[src/rtl/stopwatch_pkg.sv]
// Shared types and limits for the stopwatch controller.
// The lap/freeze feature is enabled by defining STOPWATCH_LAP_EN.
package stopwatch_pkg;

  typedef enum logic [1:0] {
    IDLE    = 2'd0,
    RUNNING = 2'd1,
    PAUSED  = 2'd2,
    FULL    = 2'd3
  } state_t;

  localparam int HOUR_W = 4;
  localparam int MIN_W  = 6;
  localparam int SEC_W  = 6;
  localparam int MS_W   = 10;

  localparam logic [MS_W-1:0]   MS_MAX   = 10'd999;
  localparam logic [SEC_W-1:0]  SEC_MAX  = 6'd59;
  localparam logic [MIN_W-1:0]  MIN_MAX  = 6'd59;
  localparam logic [HOUR_W-1:0] HOUR_MAX = 4'd9;

endpackage

[src/rtl/stopwatch_time_counter.sv]
// Millisecond prescaler plus cascaded ms/s/min/h live counters.
// Saturates at 9:59:59.999; ms_tick flags the cycle a millisecond is due.
module stopwatch_time_counter import stopwatch_pkg::*; #(
  parameter int MS_DIV = 25000
) (
  input  logic              clk,
  input  logic              reset,
  input  logic              advance,
  input  logic              clear,
  output logic [HOUR_W-1:0] hours,
  output logic [MIN_W-1:0]  minutes,
  output logic [SEC_W-1:0]  seconds,
  output logic [MS_W-1:0]   milliseconds,
  output logic              ms_tick,
  output logic              at_max
);

  localparam int PW = (MS_DIV > 1) ? $clog2(MS_DIV) : 1;
  localparam logic [PW-1:0] PRESC_LAST = PW'(MS_DIV - 1);

  logic [PW-1:0]     presc_q;
  logic [MS_W-1:0]   ms_q;
  logic [SEC_W-1:0]  sec_q;
  logic [MIN_W-1:0]  min_q;
  logic [HOUR_W-1:0] hour_q;

  assign ms_tick = advance && (presc_q == PRESC_LAST);
  assign at_max  = (hour_q == HOUR_MAX) && (min_q == MIN_MAX) &&
                   (sec_q == SEC_MAX) && (ms_q == MS_MAX);

  // All carries resolve in one edge; at the ceiling the tick is swallowed.
  always_ff @(posedge clk) begin
    if (reset || clear) begin
      presc_q <= '0;
      ms_q    <= '0;
      sec_q   <= '0;
      min_q   <= '0;
      hour_q  <= '0;
    end else if (advance) begin
      presc_q <= ms_tick ? '0 : presc_q + 1'b1;
      if (ms_tick && !at_max) begin
        if (ms_q == MS_MAX) begin
          ms_q <= '0;
          if (sec_q == SEC_MAX) begin
            sec_q <= '0;
            if (min_q == MIN_MAX) begin
              min_q  <= '0;
              hour_q <= hour_q + 1'b1;
            end else begin
              min_q <= min_q + 1'b1;
            end
          end else begin
            sec_q <= sec_q + 1'b1;
          end
        end else begin
          ms_q <= ms_q + 1'b1;
        end
      end
    end
  end

  assign hours        = hour_q;
  assign minutes      = min_q;
  assign seconds      = sec_q;
  assign milliseconds = ms_q;

endmodule

[src/rtl/stopwatch_controller.sv]
// Stopwatch FSM with frame-synchronous display registers.
// Lap freeze is compiled in only when STOPWATCH_LAP_EN is defined.
module stopwatch_controller import stopwatch_pkg::*; #(
  parameter int CLK_HZ = 25000000
) (
  input  logic              clk,
  input  logic              reset,
  input  logic              start_stop,
  input  logic              clear,
  input  logic              lap,
  input  logic              frame_start,
  output logic [HOUR_W-1:0] hours,
  output logic [MIN_W-1:0]  minutes,
  output logic [SEC_W-1:0]  seconds,
  output logic [MS_W-1:0]   milliseconds,
  output logic              running,
  output logic              overflow,
  output logic              display_frozen
);

  localparam int MS_DIV = CLK_HZ / 1000;

  state_t state, state_next;

  logic [HOUR_W-1:0] live_hours;
  logic [MIN_W-1:0]  live_minutes;
  logic [SEC_W-1:0]  live_seconds;
  logic [MS_W-1:0]   live_ms;
  logic              ms_tick;
  logic              at_max;

  stopwatch_time_counter #(.MS_DIV(MS_DIV)) u_time (
    .clk          (clk),
    .reset        (reset),
    .advance      (state == RUNNING),
    .clear        (clear),
    .hours        (live_hours),
    .minutes      (live_minutes),
    .seconds      (live_seconds),
    .milliseconds (live_ms),
    .ms_tick      (ms_tick),
    .at_max       (at_max)
  );

  always_ff @(posedge clk) begin
    if (reset) state <= IDLE;
    else       state <= state_next;
  end

  // Reaching the ceiling wins over a simultaneous pause request.
  always_comb begin
    state_next = state;
    if (clear) begin
      state_next = IDLE;
    end else begin
      case (state)
        IDLE:    if (start_stop) state_next = RUNNING;
        RUNNING: begin
          if (ms_tick && at_max) state_next = FULL;
          else if (start_stop)   state_next = PAUSED;
        end
        PAUSED:  if (start_stop) state_next = RUNNING;
        default: state_next = state;
      endcase
    end
  end

  assign running  = (state == RUNNING);
  assign overflow = (state == FULL);

`ifdef STOPWATCH_LAP_EN
  logic frozen_q;

  always_ff @(posedge clk) begin
    if (reset || clear)
      frozen_q <= 1'b0;
    else if (lap && (state == RUNNING || state == PAUSED))
      frozen_q <= ~frozen_q;
  end

  assign display_frozen = frozen_q;
`else
  logic unused_lap;
  assign unused_lap     = lap;
  assign display_frozen = 1'b0;
`endif

  // Nonblocking load means a frame on a carry edge captures pre-increment time.
  always_ff @(posedge clk) begin
    if (reset) begin
      hours        <= '0;
      minutes      <= '0;
      seconds      <= '0;
      milliseconds <= '0;
    end else if (frame_start && !display_frozen) begin
      hours        <= live_hours;
      minutes      <= live_minutes;
      seconds      <= live_seconds;
      milliseconds <= live_ms;
    end
  end

endmodule

[config.mk]
export PLATFORM = sky130hd
export DESIGN_NAME = stopwatch_controller
export DESIGN_NICKNAME = d
export VERILOG_FILES = /design/src/rtl/stopwatch_pkg.sv /design/src/rtl/stopwatch_time_counter.sv /design/src/rtl/stopwatch_controller.sv
export SDC_FILE = /design/constraint.sdc
export NUM_CORES = 1
export LEC_CHECK = 0
export CAP_MARGIN = 20
export CORE_MARGIN = 4
export CORE_UTILIZATION = 55
export CTS_CLUSTER_SIZE = 12
export DETAILED_ROUTE_END_ITERATION = 16
export HOLD_SLACK_MARGIN = 0.02
export PLACE_DENSITY = 0.88
export SYNTH_ARGS = -nofsm -noshare
export SYNTH_HDL_FRONTEND = slang
export SYNTH_SLANG_ARGS = --single-unit
[constraint.sdc]
create_clock -name clk -period 3.1 [get_ports clk]
set_clock_uncertainty 0.1 [all_clocks]
set_input_delay 0.31 -clock clk [delete_from_list [all_inputs] [get_ports clk]]
set_output_delay 0.31 -clock clk [all_outputs]
set_load 0.1 [all_outputs]
==> run metrics <==
ys flop type=dfxtp_1; status=complete, no violations; Post-Route Setup TNS=0 ns; CP Depth=6; list of most frequent post-synthesis cells=dfxtp_1, nor2_1, mux2i_1, a21oi_1, nand2_1; Mapped Cells=340; Die Wd=82.9 um; final period utilization=0.842; largest net degree at the start of global routing=29; Site Rows=27; Crit Path Max Fanout=12; Max clock buf depth=2; first-pass GRT wire length=11100 um; drt total wl=6460 um; Cell Area, Placed=3400 um2; Initial Utilization=0.564; hold crit path type=reg -> reg; Die ar.=6870 um2; Post-CTS Setup Bufs=0; GRT overflow=0; minimum clock period=2.61 ns; Leak=0.00137 uW; Pwr Density=454 nW/um2; crit path kind=reg -> reg; gp weighted congestion=0.842; I/O Buffers=32; Post-Syn Nets=352; fillers=454; count leader, synth=dfxtp_1; CTS H-tree lvls=3; Seq/Total Area, Yosys=0.448; number of synthesized flops with an enable pin=0; Slowest cell on crit path=o2111ai_1; Final Core Density=0.655; WP buf/inv=0; number of diodes=0; Worst Setup End Kind=register; hold slack final=0.394 ns; TritonCTS Buffers=9; hold buffer count at CTS=0; CTS root buf=clkbuf_8; vias in the first global route=2452; Ys Warns=0; Routed Antenna Nets=0; First DRT Iteration DRCs=148; Worst VDD drop=0.000346 V; CTS clk-pin slew, worst paths=0.08 ns; Achievable Freq=0.383 GHz; core box area=5470 um2; share of cells above drive strength 1=0.130; CP startpoint kind=register; largest stage delay on the critical path=0.81 ns; Data arrival, critical path=2.79 ns; Worst EP required=3.28 ns; worst hold stages=2; setup violators final=0; clock sinks=69; Ports=35; Slew Limit Fails=0; largest area contributor in the netlist=dfxtp_1; DR vias=2574; Multi-input gate area=1620 um2; synth top area cells=dfxtp_1, mux2i_1, nor2_1; NumNets Final=385; antenna violations before repair=0; synth unique cells=43; FF/Latch Area=1380 um2; Reg2Reg Depth=6; top cell type's share of synthesized area=0.448; Top delay family on crit path=compound AO/OA/AOI/OAI gates; Vias/cell=5.72; Die H=82.9 um; gr usage total=0.196; Slew headroom=0.353; slew of the pin with the lowest slew margin=0.968 ns; WL/cell=14.4 um; drc violations=0; post-CTS sizing=0; Max-cap violations=0; critical path, cell by cell=ha_1, and4b_1, nand4_1, o2111ai_1, nand2_1, a21oi_1; synthesis-stage register bit count=69; Finished Cell Area=3590 um2; CTS tree=yes; asr flop ratio synth=0; Detailed Routing Iterations Pass 1=4; Fin. Hold Viols=0; DPL Wire Length=4450 um; Synth Cell Area=3080 um2; RSZ-0062 raised after global routing=false; Area growth syn-to-layout=16.3%; worst skew pair latency=0.36 ns; Avg Inst Size Synth=9.07 um2
-- power breakdown --
part	internal (uW)	total (uW)	switching, uW
clock network	317	685	368
registers	887	888	1.60
logic	16.1	54.3	38.2
total	1220	1630	407
-- worst paths after layout --
kind / start / endpoint / slack, ns
worst max-delay path: u_time.seconds[0] / u_time.seconds[3] / 0.49
worst min-delay path: u_time.milliseconds[1] / u_time.milliseconds[1] / 0.39
worst max register to register: u_time.seconds[0] / u_time.seconds[3] / 0.49
worst min register to register: u_time.milliseconds[1] / u_time.milliseconds[1] / 0.39
-- registers in the layout, summed over array words and instances, names as in the netlist, 4 cells and up --
| name | flops |
|---|---|
| seconds | 6 |
| u_time.presc_q | 15 |
| u_time.minutes | 6 |
| milliseconds | 10 |
| u_time.hours | 4 |
| u_time.milliseconds | 10 |
| hours | 4 |
| minutes | 6 |
| u_time.seconds | 6 |
-- cell type report --
type | count | share of cell area
Inverter | 6 | 0.00628
Sequential cell | 69 | 0.385
Clock inverter | 6 | 0.0129
Tap cell | 72 | 0.0251
Timing Repair Buffer | 36 | 0.0816
Clock buffer | 10 | 0.0384
Multi-Input combinational cell | 251 | 0.451
-- routing by layer --
layer / vias up / share of wire / global-route usage
li1: 1270 / - / -
met1: 1232 / 0.44 / 0.234
met2: 58 / 0.49 / 0.326
met3: 14 / 0.044 / 0.0536
met4: 0 / 0.023 / 0.0936
met5: - / 0 / 0
-- logic make-up after synthesis --
family                     share of synthesized area
DFF                                            0.448
and+or+nand+nor                                0.276
adders and majority gates                     0.0243
other                                        0.00122
xor gates and xnor gates                      0.0540
buffers and inverters                         0.0280
muxes                                         0.0909
AOI/OAI and AO/OA                             0.0779
-- stage by stage --
stage          std cells  setup WS, ns  power, uW
2_1_floorplan        340         0.851        950
3_3_place_gp         434         0.666        962
3_5_place_dp         434         0.562        963
4_1_cts              450         0.523       1630
5_1_grt              450         0.326       1670
6_report             450         0.489       1630
-- tightest hold or removal path: cells and delay by family (launching register included) --
family / cells / cell delay [ns]
and+or+nand+nor: 1 / 0.06
AOI/OAI and AO/OA: 1 / 0.05
DFF: 1 / 0.34
-- cells in the final DEF (no fill, tap or decap), drive strengths merged, types with 6 or more instances in the layout --
master	instances
buf	27
clkdlybuf4s50	9
clkbuf	10
nor4	7
nand4	9
inv	8
dfxtp	69
xor2	11
nand2	19
a21oi	22
xnor2	8
or3	11
and3	6
ha	6
o21ai	15
mux2i	28
and2	6
nor2	53
nand3	15
Power figures use the tool's default switching activity.
